### src/rtl/seq_det_pkg.sv
// seq_det_pkg: shared state encodings for the serializer and the 101 detector
package seq_det_pkg;
  typedef enum logic {IDLE, SHIFT} ser_state_t;
  typedef enum logic [1:0] {D_S0, D_S1, D_S10, D_S101} det_state_t;
endpackage

### src/rtl/seq_bit_serializer.sv
// seq_bit_serializer: parallel word to gapless serial bit stream with flush and word counter
module seq_bit_serializer
  import seq_det_pkg::*;
#(
  parameter int WIDTH = 8,
  parameter bit MSB_FIRST = 1'b1
) (
  input  logic             clk,
  input  logic             rstn,
  input  logic [WIDTH-1:0] data_in,
  input  logic             load_valid,
  output logic             load_ready,
  input  logic             flush,
  output logic             ser_out,
  output logic             ser_valid,
  output logic             busy,
  output logic [7:0]       word_cnt
);
  localparam int IW = $clog2(WIDTH);
  ser_state_t state;
  logic [WIDTH-1:0] sr;
  logic [IW-1:0] idx;
  logic last;
  logic accept;
  // the final bit of a word opens a one-cycle window for a gapless reload
  always_comb begin
    last = (state == SHIFT) && (idx == IW'(WIDTH - 1));
    load_ready = !flush && ((state == IDLE) || last);
    accept = load_valid && load_ready;
    ser_valid = (state == SHIFT);
    busy = (state == SHIFT);
    ser_out = (state == SHIFT) && sr[MSB_FIRST ? WIDTH-1 : 0];
  end
  // FSM, shift register, bit index and completed-word counter
  always_ff @(posedge clk or negedge rstn) begin
    if (!rstn) begin
      state <= IDLE;
      sr <= '0;
      idx <= '0;
      word_cnt <= '0;
    end else if (flush) begin
      state <= IDLE;
      idx <= '0;
    end else begin
      if (last) word_cnt <= word_cnt + 8'd1;
      if (accept) begin
        sr <= data_in;
        idx <= '0;
        state <= SHIFT;
      end else if (state == SHIFT) begin
        sr <= MSB_FIRST ? {sr[WIDTH-2:0], 1'b0} : {1'b0, sr[WIDTH-1:1]};
        idx <= last ? '0 : idx + IW'(1);
        state <= last ? IDLE : SHIFT;
      end
    end
  end
endmodule
### config.mk
export PLATFORM = sky130hd
export DESIGN_NAME = seq_bit_serializer
export DESIGN_NICKNAME = d
export VERILOG_FILES = /design/src/rtl/seq_det_pkg.sv /design/src/rtl/seq_bit_serializer.sv
export SDC_FILE = /design/constraint.sdc
export NUM_CORES = 1
export LEC_CHECK = 0
export CAP_MARGIN = 20
export CORE_MARGIN = 2
export CORE_UTILIZATION = 40
export DETAILED_ROUTE_END_ITERATION = 8
export GPL_ROUTABILITY_DRIVEN = 0
export PLACE_DENSITY_LB_ADDON = 0.15
export RECOVER_POWER = 100
export SLEW_MARGIN = 30
export SYNTH_ARGS = -nofsm -noshare
export SYNTH_HDL_FRONTEND = slang
export SYNTH_SLANG_ARGS = --single-unit
### constraint.sdc
create_clock -name clk -period 2.4 [get_ports clk]
set_input_delay 0.48 -clock clk [delete_from_list [all_inputs] [get_ports clk]]
set_output_delay 0.48 -clock clk [all_outputs]
set_load 0.02 [all_outputs]
# Word-level counts from Yosys, hierarchy flattened
# Cells that the tools add are included.
[word_totals]
register_bits = 20
wordCells = 29
out_inout_bits = 12
inputBits = 12
[classes]
mux = 10
add_sub_neg = 2
eq_ne = 1
n_bitwise = 2
reduce_logical = 10
[op_table]
columns = ["cell", "count"]
rows = [
  ["2-to-1 mux 8 bit", 2],
  ["2-to-1 mux 3 bit", 4],
  ["adder 8 x 1 -> 8 bit, second input constant", 1],
  ["logical AND 1 bit", 4],
  ["2-to-1 mux 1 bit", 4],
  ["AND reduction 2 bit", 2],
  ["adder 3 x 1 -> 3 bit, second input constant", 1],
  ["equality test 3 bit, second input constant", 1],
  ["nonzero test 3 bit", 1],
  ["inverter 1 bit", 2],
  ["nonzero test 2 bit", 1],
  ["zero test 1 bit", 1],
  ["logical OR 1 bit", 1],
]

# Longest topological paths before layout
# Gate-level depths: netlist (run 1).
[logic_depth]
ltp_word = 7
depth_mapped = 6
mapped_depth_nobuf = 5

# Least setup slack after synthesis (run 1)
# No wires, ideal clock.
[synth_path]
path_kind = "register to output"
from = "register idx[0]"
to = "output port load_ready"
path_buffers = 1
path_stages_with_launch = 6
required_time_ns = 1.920
arrival_time_ns = 1.234
path_slack_ns = 0.686
path_cell_list = "dfrtp_1 > ha_1 > ha_1 > nor2b_4 > buf_6 > nor2_1"
[synth_between]
elab_chain_cells = 4
[synth_rtl]
columns = ["item", "line_no", "text"]
rows = [
  ["start: declaration", "seq_bit_serializer.sv:22", "logic [IW-1:0] idx;"],
  ["start signal: assignment", "seq_bit_serializer.sv:52", "idx <= last ? '0 : idx + IW'(1);"],
  ["equality test 3 bit", "seq_bit_serializer.sv:27", "last = (state == SHIFT) && (idx == IW'(WIDTH - 1));"],
  ["logical AND 1 bit", "seq_bit_serializer.sv:27", ""],
  ["logical OR 1 bit", "seq_bit_serializer.sv:28", "load_ready = !flush && ((state == IDLE) || last);"],
  ["logical AND 1 bit", "seq_bit_serializer.sv:28", ""],
  ["end: declaration", "seq_bit_serializer.sv:12", "output logic load_ready,"],
]
# Every way passes these cells.

# Worst setup path in the final report (run 1)
# Ends and elaborated chain as after synthesis.

==> results of run 1 <==
## kinds of logic after synthesis
group	after synthesis	synth area share
mux	3	0.0309
compound gates	18	0.109
fa+ha+maj	3	0.0370
buf+inv	8	0.0630
simple gates	37	0.206
flops	20	0.494
xor+xnor	7	0.0605
## through the flow
step	instances	area, sq um	total power (W)
6_report	150	1260	0.000691
5_1_grt	150	1260	0.000727
4_1_cts	150	1280	0.000704
3_5_place_dp	146	1250	0.000508
3_3_place_gp	146	1250	0.000504
2_1_floorplan	96	1010	0.000462
## worst paths after layout
path | from | depth (start not counted) | end
max | idx[0]$_DFFE_PN0P_ | 5 | load_ready
min | word_cnt[7]$_DFFE_PN0P_ | 1 | word_cnt[7]$_DFFE_PN0P_
max reg2reg | idx[0]$_DFFE_PN0P_ | 6 | sr[2]$_DFFE_PN0P_
min reg2reg | word_cnt[7]$_DFFE_PN0P_ | 1 | word_cnt[7]$_DFFE_PN0P_
max in group asynchronous | rstn | 2 | busy$_DFF_PN0_
min in group asynchronous | rstn | 2 | word_cnt[2]$_DFFE_PN0P_
## state kept, by name, indices dropped and copies added, names as in the netlist
register / flops
busy: 1
idx: 3
sr: 8
word_cnt: 8
## worst max-delay path, stage by stage, from the launching register on
cell and delay, ps:
dfrtp_1 410, ha_1 210, ha_2 210, nor2b_4 110
nor2_1 40, clkdlybuf4s50_1 530
## power by group through the flow
stage	registers (W)	clock network [W]	logic, W
after floorplan	0.000385	0	0.0000777
after global placement	0.000389	0	0.000115
after detailed placement	0.000389	0	0.000118
after CTS	0.000384	0.000203	0.000118
after global routing	0.000387	0.000217	0.000124
final	0.000383	0.000199	0.000109
## cell type report
type	count	area, sq um
clock buffer	4	36.3
inverter	2	7.51
timing repair buffer	26	245
sequential	20	500
fill	233	1180
tap	30	37.5
multi-input combinational	68	429
## timing repair
action / 4_1_cts / 5_1_grt
setup endpoints to repair: 0 / 1
setup buffers: 0 / 0
hold buffers: 0 / 0
hold endpoints to repair: 0 / 0
resized for setup: 0 / 1
## routing by layer
| metal | track usage | vias up | routed length (microns) |
|---|---|---|---|
| met1 | 0.196 | 367 | 892 |
| met2 | 0.225 | 22 | 890 |
| li1 | - | 387 | - |
| met3 | 0.0328 | 2 | 92 |
| met5 | 0 | - | 0 |
| met4 | 0.0708 | 0 | 13 |
## Yosys cell counts (2+ instances only)
cell type / number
inv_1: 2
a31oi_1: 7
xnor2_1: 2
nor2_1: 15
nor3_2: 2
ha_1: 3
o21ai_1: 4
nand4_1: 2
nand2b_1: 2
o21ai_0: 3
buf_4: 3
nand2_1: 3
xor2_1: 5
nand3_1: 8
mux2i_1: 2
buf_6: 3
dfrtp_1: 20
==> run_results.csv, run 1 <==
group,metric,value,unit
outcome,status,"completed",
drt,num_vias,778,
placement,dpl.hpwl,1.36,mm
pwr,comb_power_share,0.158,
worst_setup_path,crit_arrival,1810,ps
floorplanning,dieWidth,54.3,microns
drt,first_iter_violations,9,
clock_tree,cts_tree,"built",
clock_tree,insertion_delay,300,ps
floorplanning,die_y,54.3,microns
flow_run,cap_violations,0,
drt,via_per_inst,5.19,
worst_setup_path,critPathKind,"register to output pin",
min_path,holdCritPathClass,"register to register",
floorplanning,io_pins,24,
cells_and_area,fin_nets,136,
pwr,switching_share,0.260,
timing,slew_violations,0,
timing,period_minus_slack,2290,ps
timing,final.setup.worst_slack,112,ps
pwr,p_int,0.000511,W
cells_and_area,final_util,0.516,
pwr,powerDensity,550,nW/um^2
cells_and_area,syn_to_final_growth,24.0,%
clock_tree,cts_root_buf,"clkbuf_4",
worst_setup_path,reg2reg_setup_slack,720,ps
synth,syn-instance-count,96,
timing,finalSetupTns,0,ps
timing,hold_violations,0,
synth,yosysUniqueCellTypes,27,
floorplanning,core,2430,sq um
floorplanning,num_rows,18,
pwr,switching_power,0.000180,W
drt,drt_pass1_iterations,4,
synth,synth_top_area_cell,"dfrtp_1",
cells_and_area,antenna_cells,0,
placement,dp_slack,314,ps
timing,rsz0062_at_grt,"no",
worst_setup_path,crit_path_max_fanout,5,
worst_setup_path,required,1920,ps
worst_setup_path,end_kind,"output pin",
global_routing,antenna_found_initial,0,
synth,synth-async-reset-ratio,1.00,
pwr,power.share.clock,0.288,
drt,wl_per_cell,12.6,microns
timing,relSlewSlack,0.271,
pwr,vdd_drop_max,0.344,mV
global_routing,grt_usage,0.147,
timing,max_freq,0.437,GHz
drt,drtAntennaViolNets,0,
synth,syn_area,1010,sq um
synth,synth_warnings,0,
timing,period_share,0.953,
pwr,power_frac_seq,0.554,
drt,drc,0,
timing,fin_skew,2.02,ps
global_routing,first_global_vias,689,
synth,yosys.area.top_type_share,0.494,
global_routing,grt_pass1_wl,3.11,mm
synth,synth_area_leaders,"dfrtp_1 49%, nor2_1 5.6%, a31oi_1 4.3%, xor2_1 4.3%, nand3_1 4.0%",
timing,worstMarginPinSlew,1090,ps
pwr,leakage,0.578,nW
cells_and_area,drive_gt1_frac,0.0667,
synth,syn_avg_cell_area,10.6,sq um
clock_tree,cts_buffer_depth,2,
clock_tree,clkSinkCount,20,
global_routing,grt_max_degree,21,
placement,port_buffers,23,
cells_and_area,final_common_cell,"dfrtp_1",
global_routing,overflow,0,
cells_and_area,layout_common_cells,"20 x dfrtp_1, 15 x nor2_1, 13 x dlygate4sd3_1",
drt,wl,1.89,mm
synth,synth-edff-count,0,
timing,holdWs,466,ps
synth,ys_seq_area_frac,0.494,
clock_tree,numCtsBuffers,3,
synth,synth_fp_nets,111,
synth,ys_ff_latch,20,
floorplanning,initial_core_util,0.417,
worst_setup_path,start_kind,"register",
clock_tree,cts_htree_levels,1,
clock_tree,path_clk_slew,120,ps
synth,synth_top_flop_cell,"dfrtp_1",
timing,setup_viol,0,
floorplanning,die-area,2950,sq um
No activity file was read; power rests on OpenSTA's default activity.
==> inputs of run 2 (changes only) <==
--- a/config.mk
+++ b/config.mk
@@ -10,8 +10,9 @@
 export CORE_UTILIZATION = 40
 export DETAILED_ROUTE_END_ITERATION = 8
 export GPL_ROUTABILITY_DRIVEN = 0
-export PLACE_DENSITY_LB_ADDON = 0.15
+export PLACE_DENSITY = 0.66
 export RECOVER_POWER = 100
+export SKIP_LAST_GASP = 1
 export SLEW_MARGIN = 30
 export SYNTH_ARGS = -nofsm -noshare
 export SYNTH_HDL_FRONTEND = slang
==> run 2 against run 1 <==
Cell count stayed put. Non-clock buffer count up 1. Routed wire length up 0.16%. Global-route usage increased by 0.38 points. Clock-buffer cell count decreased by 1. Power down 6.6%. Sequential power is essentially flat. Maximum frequency increased by 6.3%. Core utilization down 0.77 points. Clock skew increased by 1.6 ps. Setup slack better by 140 ps. Combinational power about the same.
==> run_results.csv, run 2 (synthesis results as in run 1) <==
group,metric,value,unit
timing,hold_violations,0,
timing,finalSetupTns,0,ps
drt,drc,0,
drt,wl_per_cell,12.6,microns
clock_tree,cts_resized,1,
floorplanning,dieWidth,54.3,microns
drt,via_per_inst,5.20,
clock_tree,postCtsSetupRepairBufs,0,
worst_setup_path,required,1920,ps
placement,port_buffers,23,
worst_setup_path,end_kind,"output pin",
timing,fin_skew,3.66,ps
timing,slew_violations,0,
clock_tree,path_clk_slew,110,ps
global_routing,first_global_vias,765,
worst_setup_path,critPathKind,"register to output pin",
pwr,powerDensity,521,nW/um^2
drt,num_vias,780,
cells_and_area,reg.largest.list,"sr (8), word_cnt (8), idx (3)",
floorplanning,core,2430,sq um
placement,dpl.hpwl,1.40,mm
cells_and_area,antenna_cells,0,
cells_and_area,syn_to_final_growth,22.1,%
drt,wl,1.89,mm
clock_tree,numCtsBuffers,3,
timing,worstMarginPinSlew,1040,ps
clock_tree,clkSinkCount,20,
timing,rsz0062_at_grt,"no",
drt,drt_pass1_iterations,4,
outcome,status,"completed",
flow_run,cap_violations,0,
min_path,holdCritStartpoint,"word_cnt[7]$_DFFE_PN0P_",
clock_tree,cts_htree_levels,1,
cells_and_area,instances_no_fill,150,
global_routing,grt_usage,0.151,
worst_setup_path,crit_path_max_fanout,11,
global_routing,antenna_found_initial,0,
floorplanning,initial_core_util,0.417,
timing,relSlewSlack,0.303,
cells_and_area,nFillCells,262,
timing,max_freq,0.465,GHz
worst_setup_path,crit_start,"busy$_DFF_PN0_",
global_routing,grt_max_degree,21,
cells_and_area,final_common_cell,"dfrtp_1",
worst_setup_path,r2r_start,"idx[0]$_DFFE_PN0P_",
drt,first_iter_violations,5,
worst_setup_path,start_kind,"register",
clock_tree,insertion_delay,290,ps
cells_and_area,fin_nets,137,
cells_and_area,layout_common_cells,"20 x dfrtp_1, 15 x nor2_1, 13 x dlygate4sd3_1",
worst_setup_path,crit_arrival,1670,ps
timing,period_minus_slack,2150,ps
cells_and_area,drive_gt1_frac,0.0500,
clock_tree,holdBufCountCts,0,
floorplanning,num_rows,18,
timing,setup_viol,0,
clock_tree,cts_buffer_depth,2,
drt,drtAntennaViolNets,0,
placement,dpl.cell_count,147,
floorplanning,die-area,2950,sq um
clock_tree,cts_root_buf,"clkbuf_4",
clock_tree,cts_tree,"built",
pwr,leakage,0.572,nW
min_path,holdCritPathClass,"register to register",
timing,period_share,0.897,
floorplanning,die_y,54.3,microns
floorplanning,io_pins,24,
global_routing,overflow,0,
global_routing,grt_pass1_wl,3.26,mm
pwr,vdd_drop_max,0.303,mV
==> run 2: power by group <==
group          internal [W]  switching, W  total (W)
Combinational     0.0000520     0.0000564   0.000108
Clock             0.0000584     0.0000963   0.000155
Sequential         0.000365     0.0000164   0.000382
Total              0.000476      0.000169   0.000645
==> run 2: area by class of cell <==
class / instances / area (sq um) / area share
Tap cell: 30 / 37.5 / 0.0303
Timing Repair Buffer: 27 / 243 / 0.196
Clock buffer: 3 / 22.5 / 0.0182
Inverter: 2 / 7.51 / 0.00607
Multi-Input combinational cell: 68 / 427 / 0.345
Sequential cell: 20 / 500 / 0.404
==> run 2: worst paths after layout <==
check / end / slack (ps) / depth (start not counted)
setup / recovery: ser_out / 250 / 2
hold / removal: word_cnt[7]$_DFFE_PN0P_ / 470 / 1
setup reg to reg: sr[6]$_DFFE_PN0P_ / 620 / 6
hold reg to reg: word_cnt[7]$_DFFE_PN0P_ / 470 / 1
max in group asynchronous: sr[6]$_DFFE_PN0P_ / 900 / 2
min in group asynchronous: busy$_DFF_PN0_ / 870 / 2
==> run 2: stage by stage <==
stage / setup WS [ps] / instance area (sq um) / hold WS (ps) / power, W / utilization
floorplan: 686 / 1010 / 184 / 0.000462 / -
global placement: 318 / 1250 / 458 / 0.000505 / 0.516
detailed placement: 280 / 1250 / 458 / 0.000508 / 0.516
CTS: 57.7 / 1280 / 481 / 0.000661 / 0.526
global route: 159 / 1240 / 485 / 0.000684 / 0.509
finish: 248 / 1240 / 467 / 0.000645 / 0.509
==> run 2: critical path, cell delays in order, from the launching register on <==
cell           delay (ps)
dfrtp_1               540
and2_1                170
dlygate4sd3_1         670
==> run 2: per-layer routing <==
layer | global-route usage | share of wire | vias to the layer above
met5 | 0 | 0 | -
met4 | 0.0125 | 0 | 0
met3 | 0.0574 | 0.067 | 0
met2 | 0.289 | 0.51 | 19
met1 | 0.161 | 0.42 | 379
li1 | - | - | 382
